[src/rtl/mdu_seq.sv]
// mdu_seq: iterative radix-2 shift-add multiplier and restoring shift-subtract divider.
// Signed operands run as magnitudes; the FIX state applies sign correction and registers results.
module mdu_seq #(
    parameter int WIDTH = 32
) (
    input  logic             clk,
    input  logic             reset,
    input  logic             Start,
    input  logic             Abort,
    input  logic [1:0]       Op,
    input  logic [WIDTH-1:0] SrcA,
    input  logic [WIDTH-1:0] SrcB,
    output logic             Busy,
    output logic             Done,
    output logic [WIDTH-1:0] ResultHi,
    output logic [WIDTH-1:0] ResultLo,
    output logic             DivZero
);
    localparam int CW = $clog2(WIDTH);

    typedef enum logic [1:0] {S_IDLE, S_RUN, S_FIX, S_DONE} state_t;

    function automatic logic [WIDTH-1:0] magnitude(input logic signed [WIDTH-1:0] v);
        return v[WIDTH-1] ? $unsigned(-v) : $unsigned(v);
    endfunction

    function automatic logic [WIDTH-1:0] negate_w(input logic [WIDTH-1:0] v, input logic en);
        return en ? -v : v;
    endfunction

    function automatic logic [2*WIDTH-1:0] negate_2w(input logic [2*WIDTH-1:0] v, input logic en);
        return en ? -v : v;
    endfunction

    state_t          state_q;
    logic [CW-1:0]   cnt_q;
    logic            busy_q, done_q, divzero_q;
    logic [WIDTH-1:0] res_hi_q, res_lo_q;

    // Working registers: hi = partial product / remainder, lo = multiplier / quotient
    logic [WIDTH-1:0] hi_q, hi_d, lo_q, lo_d, b_q, b_d;
    logic            is_div_q, is_div_d, negp_q, negp_d, negr_q, negr_d, dz_q, dz_d;

    logic            start_ok;
    logic            sign_a, sign_b;
    logic [WIDTH-1:0] mag_a, mag_b;
    logic [WIDTH:0]  sum, rem_sh;
    logic [WIDTH-1:0] diff;
    logic            ge;
    logic [2*WIDTH-1:0] prod;
    logic [WIDTH-1:0] fix_hi, fix_lo;
    logic            fix_dz;

    assign start_ok = Start && (state_q == S_IDLE || state_q == S_DONE);
    assign sign_a   = Op[0] && SrcA[WIDTH-1];
    assign sign_b   = Op[0] && SrcB[WIDTH-1];
    assign mag_a    = Op[0] ? magnitude(SrcA) : SrcA;
    assign mag_b    = Op[0] ? magnitude(SrcB) : SrcB;

    assign sum    = {1'b0, hi_q} + (lo_q[0] ? {1'b0, b_q} : '0);
    assign rem_sh = {hi_q, lo_q[WIDTH-1]};
    assign ge     = rem_sh >= {1'b0, b_q};
    assign diff   = rem_sh[WIDTH-1:0] - b_q;

    always_comb begin
        hi_d     = hi_q;
        lo_d     = lo_q;
        b_d      = b_q;
        is_div_d = is_div_q;
        negp_d   = negp_q;
        negr_d   = negr_q;
        dz_d     = dz_q;
        if (start_ok) begin
            hi_d     = '0;
            lo_d     = Op[1] ? mag_a : mag_b;
            b_d      = Op[1] ? mag_b : mag_a;
            is_div_d = Op[1];
            negp_d   = sign_a ^ sign_b;
            negr_d   = Op[1] && sign_a;
            dz_d     = Op[1] && (SrcB == '0);
        end else if (state_q == S_RUN) begin
            if (is_div_q) begin
                hi_d = ge ? diff : rem_sh[WIDTH-1:0];
                lo_d = {lo_q[WIDTH-2:0], ge};
            end else begin
                hi_d = sum[WIDTH:1];
                lo_d = {sum[0], lo_q[WIDTH-1:1]};
            end
        end
    end

    always_comb begin
        prod   = negate_2w({hi_q, lo_q}, negp_q);
        fix_hi = prod[2*WIDTH-1:WIDTH];
        fix_lo = prod[WIDTH-1:0];
        fix_dz = 1'b0;
        if (is_div_q) begin
            fix_hi = negate_w(hi_q, negr_q);
            fix_lo = dz_q ? '1 : negate_w(lo_q, negp_q);
            fix_dz = dz_q;
        end
    end

    // Datapath stage: operand load and one iteration per RUN cycle
    always_ff @(posedge clk) begin
        hi_q     <= hi_d;
        lo_q     <= lo_d;
        b_q      <= b_d;
        is_div_q <= is_div_d;
        negp_q   <= negp_d;
        negr_q   <= negr_d;
        dz_q     <= dz_d;
    end

    // Control FSM with registered handshake and result outputs
    always_ff @(posedge clk or posedge reset) begin
        if (reset) begin
            state_q   <= S_IDLE;
            cnt_q     <= '0;
            busy_q    <= 1'b0;
            done_q    <= 1'b0;
            divzero_q <= 1'b0;
            res_hi_q  <= '0;
            res_lo_q  <= '0;
        end else begin
            done_q <= 1'b0;
            unique case (state_q)
                S_IDLE, S_DONE: begin
                    if (Start) begin
                        state_q <= S_RUN;
                        cnt_q   <= '0;
                        busy_q  <= 1'b1;
                    end else begin
                        state_q <= S_IDLE;
                        busy_q  <= 1'b0;
                    end
                end
                S_RUN: begin
                    if (Abort) begin
                        state_q <= S_IDLE;
                        busy_q  <= 1'b0;
                    end else if (cnt_q == CW'(WIDTH - 1)) begin
                        state_q <= S_FIX;
                    end else begin
                        cnt_q <= cnt_q + CW'(1);
                    end
                end
                S_FIX: begin
                    state_q <= Abort ? S_IDLE : S_DONE;
                    busy_q  <= 1'b0;
                    if (!Abort) begin
                        done_q    <= 1'b1;
                        res_hi_q  <= fix_hi;
                        res_lo_q  <= fix_lo;
                        divzero_q <= fix_dz;
                    end
                end
                default: state_q <= S_IDLE;
            endcase
        end
    end

    assign Busy     = busy_q;
    assign Done     = done_q;
    assign ResultHi = res_hi_q;
    assign ResultLo = res_lo_q;
    assign DivZero  = divzero_q;

endmodule

[config.mk]
export PLATFORM = sky130hd
export DESIGN_NAME = mdu_seq
export DESIGN_NICKNAME = d
export VERILOG_FILES = /design/src/rtl/mdu_seq.sv
export SDC_FILE = /design/constraint.sdc
export NUM_CORES = 1
export LEC_CHECK = 0
export ABC_AREA = 1
export BUFFER_PORTS_ARGS = -buffer_cell sky130_fd_sc_hd__buf_2
export CAP_MARGIN = 20
export CORE_MARGIN = 2
export CORE_UTILIZATION = 25
export DETAILED_ROUTE_END_ITERATION = 10
export SETUP_SLACK_MARGIN = 0.05
export SYNTH_ARGS = -nofsm -noshare
export SYNTH_HDL_FRONTEND = slang
export SYNTH_SLANG_ARGS = --single-unit
export TNS_END_PERCENT = 50
[constraint.sdc]
create_clock -name clk -period 3.5 [get_ports clk]
set_input_delay 1.05 -clock clk [delete_from_list [all_inputs] [get_ports clk]]
set_output_delay 1.05 -clock clk [all_outputs]
set_load 0.01 [all_outputs]
After elaboration in Yosys (flattened, before gate mapping)
Cells that the tools add are included.
- register bits: 174
- input port bits: 70
- output and inout bits: 67
- order comparisons: 1
- bitwise gates (word level): 2
- reduce and logical (&&, ||, !) cells: 13
- equality and inequality tests: 9
- mux-type cells: 33
- add/subtract/negate cells: 8
- operators by type and width (operator ; count):
    $mux 32 ; 17
    $neg 32->32 ; 4
    $mux 64 ; 1
    $neg 64->64 ; 1
    $add 32x32->33 ; 1
    $ge 33x32->1 ; 1
    $logic_not 32->1 ; 1
    $sub 32x32->32 ; 1
    $mux 5 ; 3
    $pmux 5 s2 ; 1
    $ne 2x2->1 const B ; 4
    $mux 1 ; 6
    $mux 2 ; 3
    $pmux 2 s3 ; 1
    $add 5x1->5 const B ; 1
    $eq 5x5->1 const B ; 1
    $logic_and 1x1->1 ; 5
    $eq 2x2->1 const B ; 2
    $reduce_and 4->1 ; 1
    $reduce_bool 2->1 ; 2
    $ne 3x2->1 const B ; 1
    $pmux 1 s3 ; 1
    $eq 2x1->1 const B ; 1
    $logic_not 2->1 ; 1
    other kinds (5) ; 5

Depth between registers and ports, before layout
Gate-level depths: netlist of run 1.
- depth in word-level cells: 5
- gate-level depth with buffers: 20

Worst setup path after synthesis of run 1
Ideal clock, no wire load.
- path kind: input-to-reg
- start point: input port Start
- end point: register b_q[0], enable pin
- path buffers: 2
- stages on the path: 4
- path slack: 0.474 ns
- setup time: 0.415 ns
- data arrival time: 2.611 ns
- data required time: 3.085 ns
- cell sequence: nand2_1 > clkbuf_1 > inv_2 > clkbuf_1
- cells in the longest elaborated chain, start to end: 1
- RTL lines (what ; line ; RTL):
    start: declaration ; 8 ; input logic Start,
    $logic_and 1x1->1 ; 54 ; assign start_ok = Start && (state_q == S_IDLE || state_q == S_DONE);
    via start_ok ; 44 ; logic start_ok;
    end signal: assignment ; 108 ; b_q <= b_d;
    end: declaration ; 41 ; logic [WIDTH-1:0] hi_q, hi_d, lo_q, lo_d, b_q, b_d;
The timed path passes the listed nets, and every way through them passes these cells.
A chain may end at the register's enable or synchronous reset.

Final worst setup path of run 1
- start point: register lo_q[0]
- end point: register hi_q[12]
- cells in the longest elaborated chain, start to end: 3
- RTL lines (what ; line ; RTL):
    start: declaration ; 41 ;
    start signal: assignment ; 107 ; lo_q <= lo_d;
    $mux 32 ; 60 ; assign sum = {1'b0, hi_q} + (lo_q[0] ? {1'b0, b_q} : '0);
    $add 32x32->33 ; 60 ;
    $mux 32 ; 82 ; if (is_div_q) begin
    end signal: assignment ; 106 ; hi_q <= hi_d;
    end: declaration ; 41 ;
No other way between the ends.

==> results of run 1 <==
-- routing by layer --
layer | global-route usage [%] | vias to the layer above | part of all wire, %
met5 | 0 | - | 0.018
met4 | 7.21 | 2 | 3.6
met3 | 2.82 | 109 | 6.7
met2 | 31.9 | 620 | 46
met1 | 26.0 | 8832 | 44
li1 | - | 9645 | -
-- critical path, cell delays in order, from the launching register on --
cell and delay, ns:
edfxtp_1 0.58, nand2_1 0.20, inv_1 0.06, ha_1 0.34, nand2_1 0.16, inv_1 0.06, a21oi_1 0.25, nand3_1 0.23
nand2_1 0.14, nand2_1 0.10, or2_2 0.28, a21oi_1 0.23, nand3_1 0.14, nand2_1 0.08, inv_1 0.03
-- power breakdown --
part | total (mW) | internal, mW | switching, mW
combinational | 12.1 | 3.78 | 8.31
sequential | 4.37 | 3.25 | 1.12
clock | 1.95 | 1.00 | 0.948
-- final cells by class --
cell class / instances / area, sq um / area share (%)
inverter: 452 / 1700 / 8.46
sequential: 174 / 4530 / 22.6
multi-input combinational: 2245 / 11000 / 54.9
timing repair buffer: 183 / 1070 / 5.33
clock buffer: 17 / 425 / 2.12
clock inverter: 15 / 155 / 0.773
tap: 940 / 1180 / 5.86
-- cell families (layout without fill, tap and decap cells) --
kind of cell               Yosys count  after routing  synth area share [%]
muxes                                8              8                 0.454
DFF                                174            174                  25.7
AOI/OAI and AO/OA                  386            386                  11.6
adders and majority gates           74             74                  5.34
buffers and inverters              541            667                  11.7
xor gates and xnor gates            99             99                  4.92
and+or+nand+nor                   1678           1678                  40.2
-- how the worst max path moves through the flow --
stage                            startpoint                    end  slack, ns  depth (start not counted)
final                     lo_q[0]$_DFFE_PP_  hi_q[12]$_SDFFE_PP0P_       0.52                         14
after global routing      lo_q[0]$_DFFE_PP_  hi_q[12]$_SDFFE_PP0P_       0.32                         14
after CTS                 lo_q[0]$_DFFE_PP_  hi_q[12]$_SDFFE_PP0P_       0.56                         14
after detailed placement            SrcA[0]     lo_q[30]$_DFFE_PP_       0.43                         14
after global placement              SrcA[0]     lo_q[30]$_DFFE_PP_       0.44                         14
after floorplan                       Start       b_q[0]$_DFFE_PP_       0.47                          4
-- cells in the final DEF (no fill, tap or decap), types with 7 or more instances in the layout --
cell / n
nand2_2: 12
ha_1: 72
o21ai_0: 164
or2_2: 7
o211ai_1: 12
buf_2: 136
nand3_1: 241
nor2_2: 12
xor2_1: 83
a31oi_1: 14
nand4_1: 51
nor4_1: 9
nor2_1: 304
nor3_1: 23
mux2i_1: 8
clkbuf_16: 17
o22ai_1: 7
buf_4: 44
nand2_1: 973
dfxtp_1: 32
nand3b_1: 28
edfxtp_1: 68
a21oi_1: 165
inv_2: 13
xnor2_1: 16
inv_1: 435
dfrtp_1: 74
-- state kept, by name, summed over array words and instances (netlist names), 2 cells and up --
signal / count
ResultHi: 32
ResultLo: 32
b_q: 32
cnt_q: 5
hi_q: 32
lo_q: 32
state_q: 2
==> flow_summary.ini, run 1 <==
[synthesis]
yosys-top-cells-count = nand2_1 (973), inv_1 (437), nor2_1 (304), nand3_1 (241), a21oi_1 (165)
avgSynthCellArea_sq_um = 5.95
netlist_instances = 2960
async_flop_share_pct = 42.5
ys_seq_area_share_pct = 25.7
synth_largest_area_cell = nand2_1
syn_area_sq_mm = 0.0176
yosys.area.top_type_share_pct = 20.7
synthesis.nets = 3104
ys_seq_elements = 174
yosysWarningCount = 0
synthFlopType = dfrtp_1
synth.area.top_cells = nand2_1 (21%), edfxtp_1 (12%), dfrtp_1 (11%)
synth_most_common_cell = nand2_1
synth_edf_count = 68
synth.distinct_cells = 49

[placement]
io_buffers = 136
pre_cts_ws_ns = 0.425
placed_cell_area_sq_mm = 0.0195
dp_hpwl_mm = 58.4
gp_congestion = 0.984
dp.cells = 3994

[worst_hold_path]
min_from = ResultHi[7]$_DFFE_PP0P_
holdPathEnd = ResultHi[7]$_DFFE_PP0P_
hold_depth = 2
min_path_type = flip-flop to flip-flop

[floorplanning]
die_x_um = 269
start_util_pct = 25.2
die_h_um = 269
rows = 97
ios = 137
core_sq_mm = 0.0699
dieArea_sq_mm = 0.0726

[power_and_ir_drop]
p_leak_nw = 10.4
irDropWorstVdd_v = 0.000521
p_per_area_mw_per_mm2 = 916
power_mw = 18.4

[critical_path]
cp.required_ns = 3.89
cp_data_arrival_time_ns = 3.36
r2r_slack_ns = 0.52
startpoint_type = flip-flop
r2r_end = hi_q[12]$_SDFFE_PP0P_
rr_startpoint = lo_q[0]$_DFFE_PP_
cp-end-kind = flip-flop
crit_type = flip-flop to flip-flop
worst-path-max-fanout = 11
reg2reg_depth = 14

[route]
wire_per_inst_um = 17.8
first_pass_iters = 6
postRouteAntennaNets = 0
totalWireLength_mm = 71.5
drt_iter0_markers = 1835
vias_per_cell = 4.77
drc = 0
num_vias = 19208

[grt]
overflow = 0
grt_first_pass_wirelength_mm = 109
grt_pass1_vias = 17995
grt_max_degree = 75
grt_util_all_layers_pct = 19.5
antenna_found_initial = 1

[sta]
tightestPinTransition_ns = 0.781
max-slew-margin-rel_pct = 47.4
hold_viol = 0
slew_viol_final = 0
layout_setup_ws_ns = 0.523
finalClockSkew_ns = 0.0197
finalSetupViolations = 0
setup_tns_ns = 0
rsz0062_at_grt = false
fmax_mhz = 336
hold_ws_ns = 0.475
finalCriticalPeriod_ns = 2.98
fin_crit_sh_pct = 85.1

[finish]
finish.net_count = 3217
drive_above_1_share_pct = 8.78
num-fill-cells = 7999
diodes = 0
syn_to_final_growth_pct = 13.9
final_core_util_pct = 28.7
final_area_sq_mm = 0.0201
finalNonFillerCells = 4026

[cts]
clock-root-buffer = clkbuf_16
postCtsSetupBuffers = 0
clkSlewWorstSetupHoldPaths_ns = 0.07
ctsLongestPathBuffers = 2
cts-buffers-inserted = 17
clk_latency_ns = 0.49
cts_resized = 0
clock-sinks = 174
cts_max_level = 4
cts_tree = yes
cts_hold_buf = 0

[outcome]
status = complete, no violations

[run]
maxCapViolCount = 0
No activity file was read; power rests on OpenSTA's default activity.
==> inputs of run 2 (changes only) <==
--- a/config.mk
+++ b/config.mk
@@ -10,6 +10,7 @@
 export CAP_MARGIN = 20
 export CORE_MARGIN = 2
 export CORE_UTILIZATION = 25
+export CTS_CLUSTER_SIZE = 8
 export DETAILED_ROUTE_END_ITERATION = 10
 export SETUP_SLACK_MARGIN = 0.05
 export SYNTH_ARGS = -nofsm -noshare
==> constraint.sdc (replaced) <==
create_clock -name clk -period 3.4 [get_ports clk]
set_input_delay 1.02 -clock clk [delete_from_list [all_inputs] [get_ports clk]]
set_output_delay 1.02 -clock clk [all_outputs]
set_load 0.01 [all_outputs]
==> run 2 against run 1 <==
Count of clock-buffer cells in the layout unchanged. Cell count up 0.20%. Sequential cell count is the same. Hold slack gained 0.0041 ns. Register-to-register slack lost 0.04 ns. Critical path type unchanged. First-iteration DRC count grew 0.27%.
==> flow_summary.ini, run 2 (synthesis gave the netlist of run 1 again) <==
[floorplanning]
die_x_um = 269
die_h_um = 269
start_util_pct = 25.2
rows = 97
core_sq_mm = 0.0699
dieArea_sq_mm = 0.0726
ios = 137

[cts]
cts_max_level = 4
cts_hold_buf = 0
cts_resized = 0
clkSlewWorstSetupHoldPaths_ns = 0.09
postCtsSetupBuffers = 0
clock-root-buffer = clkbuf_16
cts_tree = yes
ctsLongestPathBuffers = 2
clock-sinks = 174
clk_latency_ns = 0.50
cts-buffers-inserted = 17

[power_and_ir_drop]
p_leak_nw = 10.4
irDropWorstVdd_v = 0.000492
p_per_area_mw_per_mm2 = 939

[route]
top_layer = met4
wire_per_inst_um = 17.6
postRouteAntennaNets = 0
drt_iter0_markers = 1840
wl_met2_mm = 32.5
wl_met3_mm = 4.72
first_pass_iters = 6
met1Wirelength_mm = 31.0
num_vias = 19314
drc = 0
totalWireLength_mm = 70.8
vias_per_cell = 4.79

[sta]
rsz0062_at_grt = false
hold_viol = 0
setup_tns_ns = 0
fmax_mhz = 343
tightestPinTransition_ns = 0.760
finalCriticalPeriod_ns = 2.92
fin_crit_sh_pct = 85.9
hold_ws_ns = 0.479
finalSetupViolations = 0
max-slew-margin-rel_pct = 49.3
slew_viol_final = 0
finalClockSkew_ns = 0.0170

[finish]
num-fill-cells = 8055
diodes = 0
finish.net_count = 3225
drive_above_1_share_pct = 9.08
final_common_cell = nand2_1
mostFrequentLayoutCells = nand2_1 (973), inv_1 (435), nor2_1 (304)
finalNonFillerCells = 4034
syn_to_final_growth_pct = 14.5

[grt]
grt_first_pass_wirelength_mm = 107
grt_util_all_layers_pct = 19.2
grt_max_degree = 75
grt_pass1_vias = 17873
overflow = 0
antenna_found_initial = 2

[critical_path]
path_cells = buf_4 > nand2_1 > inv_1 > ha_1 > nand2_1 > inv_1 > a21oi_1 > nor2_1 > nor2_1 > nand2_1 > o21ai_0 > nand2_1 > nor2_1 > nor2_1
cp.required_ns = 3.78
slowest_stage = edfxtp_1
rr_startpoint = lo_q[0]$_DFFE_PP_
cp_data_arrival_time_ns = 3.30
crit_buf_inv = 3
startpoint_type = flip-flop
worst-path-max-fanout = 23
crit_type = flip-flop to flip-flop
cp-end-kind = flip-flop
crit_family = simple AND/OR/NAND/NOR gates
crit_start = lo_q[0]$_DFFE_PP_
cpPeakStageDelay_ns = 0.64

[placement]
dp_hpwl_mm = 58.0
gp_congestion = 1.00
io_buffers = 136
dp.cells = 4002

[worst_hold_path]
min_from = ResultHi[8]$_DFFE_PP0P_
min_path_type = flip-flop to flip-flop

[outcome]
status = complete, no violations

[run]
maxCapViolCount = 0
## run 2: cell count changes in the layout (fill, tap and decap cells not counted), sizes merged
cell | previous run | this run
bufinv | 1 | 0
buf | 183 | 191
clkinvlp | 0 | 1
## run 2: worst min-delay path: stages (launching register included)
cell	delay, ns
dfrtp_1	0.34
nand2_1	0.05
nand2_1	0.05
## run 2: layer usage
layer  global-route usage, %  vias up
met5                       0        -
met4                    7.27        0
met3                    2.50      102
met2                    31.6      673
met1                    25.5     8857
li1                        -     9682
## run 2: path summary, 6_finish.rpt
check	cells after the start	slack, ns	end
min in group asynchronous	3	0.60	ResultHi[17]$_DFFE_PP0P_
setup reg to reg	14	0.48	hi_q[14]$_SDFFE_PP0P_
hold reg to reg	2	0.48	ResultHi[8]$_DFFE_PP0P_
max in group asynchronous	3	2.46	ResultLo[17]$_DFFE_PP0P_
hold / removal	2	0.48	ResultHi[8]$_DFFE_PP0P_
setup / recovery	14	0.48	hi_q[14]$_SDFFE_PP0P_
## run 2: metrics by stage
stage	util [%]	area, sq um	total power [mW]	setup slack, ns
5_1_grt	28.9	20200	20.5	0.195
4_1_cts	28.9	20200	18.8	0.547
3_3_place_gp	28.0	19600	16.7	0.437
2_1_floorplan	-	17600	12.3	0.404
6_report	28.9	20200	18.9	0.480
3_5_place_dp	28.0	19600	16.7	0.398
## run 2: final cells by class
| type | instances | area [sq um] | area share (%) |
|---|---|---|---|
| clock buffer | 17 | 425 | 2.11 |
| tap | 940 | 1180 | 5.83 |
| clock inverter | 15 | 166 | 0.825 |
| inverter | 452 | 1700 | 8.42 |
| sequential | 174 | 4530 | 22.5 |
| multi-input combinational | 2245 | 11000 | 54.6 |
| timing repair buffer | 191 | 1160 | 5.73 |
## run 2: report_power, final
| group | internal [mW] | leakage, nW | total [mW] | switching [mW] |
|---|---|---|---|---|
| combinational | 3.94 | 8.29 | 12.5 | 8.60 |
| sequential | 3.34 | 1.83 | 4.39 | 1.04 |
| clock | 0.985 | 0.287 | 2.02 | 1.04 |
| total | 8.27 | 10.4 | 18.9 | 10.7 |
==> inputs of run 3 (changes only) <==
--- a/config.mk
+++ b/config.mk
@@ -12,6 +12,7 @@
 export CORE_UTILIZATION = 25
 export CTS_CLUSTER_SIZE = 8
 export DETAILED_ROUTE_END_ITERATION = 10
+export RECOVER_POWER = 25
 export SETUP_SLACK_MARGIN = 0.05
 export SYNTH_ARGS = -nofsm -noshare
 export SYNTH_HDL_FRONTEND = slang
==> run 3 against run 2 <==
The run now ends with max-capacitance violations, max-slew violations left. Core utilization fell by 0.059 points. Clock skew rose by 0.0016 ns. Non-clock buffer count did not move. Power barely moved. Die area did not move. Sequential power barely moved. Via count rose by 0.23%. Largest cell class unchanged.
==> flow_summary.ini, run 3 (synthesis gave the netlist of run 1 again) <==
[sta]
hold_viol = 0
slew_viol_final = 168
finalSetupViolations = 0
max-slew-margin-rel_pct = -24.1
finalClockSkew_ns = 0.0186
fin_crit_sh_pct = 92.1
tightestPinTransition_ns = 1.86
fmax_mhz = 319
layout_setup_ws_ns = 0.267
finalCriticalPeriod_ns = 3.13
setup_tns_ns = 0
rsz0062_at_grt = false

[grt]
grt_util_all_layers_pct = 19.2
overflow = 0
grt_max_degree = 75
grt_first_pass_wirelength_mm = 107
grt_pass1_vias = 17873
antenna_found_initial = 2

[route]
drt_iter0_markers = 1772
totalWireLength_mm = 71.0
vias_per_cell = 4.80
postRouteAntennaNets = 0
first_pass_iters = 6
drc = 0
num_vias = 19358
wire_per_inst_um = 17.6

[power_and_ir_drop]
p_per_area_mw_per_mm2 = 940
power_switching_mw = 10.7
pwr-share-seq_pct = 23.2
power_mw = 18.9
p_sw_share_pct = 56.4
p_leak_nw = 10.4
pwr-share-comb_pct = 66.1
power.internal_mw = 8.26
pwr-share-clk_pct = 10.7
irDropWorstVdd_v = 0.000492

[worst_hold_path]
holdPathEnd = ResultHi[8]$_DFFE_PP0P_
hold_depth = 2
min_from = ResultHi[8]$_DFFE_PP0P_
min_path_type = flip-flop to flip-flop

[floorplanning]
dieArea_sq_mm = 0.0726
die_h_um = 269
ios = 137
start_util_pct = 25.2
rows = 97
core_sq_mm = 0.0699
die_x_um = 269

[finish]
diodes = 0
finish.net_count = 3225
drive_above_1_share_pct = 8.99
mostFrequentLayoutCells = nand2_1 (973), inv_1 (435), nor2_1 (304)
num-fill-cells = 8063
syn_to_final_growth_pct = 14.3
multiInputGateArea_sq_mm = 0.0110
final_common_cell = nand2_1
seqCellArea_sq_mm = 0.00453

[cts]
clkSlewWorstSetupHoldPaths_ns = 0.08
cts_hold_buf = 0
cts_tree = yes
cts_resized = 0
cts_max_level = 4
clk_latency_ns = 0.50
clock-sinks = 174
postCtsSetupBuffers = 0
clock-root-buffer = clkbuf_16
cts-buffers-inserted = 17
ctsLongestPathBuffers = 2

[critical_path]
rr_startpoint = state_q[0]$_DFFE_PP0P_
cp-end-kind = flip-flop
r2r_slack_ns = 0.27
cp_data_arrival_time_ns = 3.49
crit_type = flip-flop to flip-flop
cp.required_ns = 3.76
reg2reg_depth = 8
r2r_end = lo_q[30]$_DFFE_PP_
worst-path-max-fanout = 63
startpoint_type = flip-flop

[run]
maxCapViolCount = 3

[placement]
gp_congestion = 1.00
dp_hpwl_mm = 58.0
pre_cts_ws_ns = 0.398
io_buffers = 136

[outcome]
failed_checks = max-capacitance violations, max-slew violations
status = finished with violations
run 3: power by group through the flow:
stage               clock, mW  sequential [mW]  combinational [mW]
floorplan                   0             4.17                8.14
global placement            0             4.39                12.3
detailed placement          0             4.38                12.3
CTS                      2.06             4.35                12.4
global route             2.13             4.47                13.9
finish                   2.03             4.39                12.5
run 3: routing by layer:
| layer | vias to the layer above | share of wire (%) | global-route usage [%] |
|---|---|---|---|
| li1 | 9688 | - | - |
| met1 | 8908 | 44 | 25.5 |
| met2 | 653 | 46 | 31.6 |
| met3 | 109 | 6.3 | 2.50 |
| met4 | 0 | 3.8 | 7.27 |
| met5 | - | 0 | 0 |
run 3: final cells by class:
| class | instances | share of cell area, % |
|---|---|---|
| multi-input cells | 2245 | 54.7 |
| flip-flops and latches | 174 | 22.5 |
| inverters | 452 | 8.44 |
| well taps | 940 | 5.84 |
| repair buffers | 191 | 5.54 |
| clock buffers | 17 | 2.11 |
| clock inverters | 15 | 0.827 |
run 3: critical path: stages (launching register included):
cell        delay, ns
dfrtp_1          0.35
inv_1            0.06
ha_1             0.32
nand2_1          0.31
clkinvlp_2       0.26
clkbuf_2         0.88
a21oi_1          0.36
o21ai_0          0.29
nand2_1          0.14
run 3: per-stage QoR:
stage / hold slack, ns / util [%] / instance area [sq um] / std cells
after global routing: 0.510 / 28.8 / 20100 / 4034
after global placement: 0.464 / 28.0 / 19600 / 4002
after floorplan: 0.468 / - / 17600 / 2960
after CTS: 0.483 / 28.9 / 20200 / 4034
final: 0.477 / 28.8 / 20100 / 4034
after detailed placement: 0.464 / 28.0 / 19600 / 4002
run 3: how the worst max path moves through the flow:
stage,start,endpoint,slack (ns),depth (start not counted)
6_report,state_q[0]$_DFFE_PP0P_,lo_q[30]$_DFFE_PP_,0.27,8
5_1_grt,state_q[0]$_DFFE_PP0P_,lo_q[17]$_DFFE_PP_,0.18,7
4_1_cts,hi_q[7]$_SDFFE_PP0P_,lo_q[0]$_DFFE_PP_,0.55,11
3_5_place_dp,SrcB[0],lo_q[30]$_DFFE_PP_,0.40,12
3_3_place_gp,SrcA[0],lo_q[30]$_DFFE_PP_,0.44,14
2_1_floorplan,Start,b_q[0]$_DFFE_PP_,0.40,4
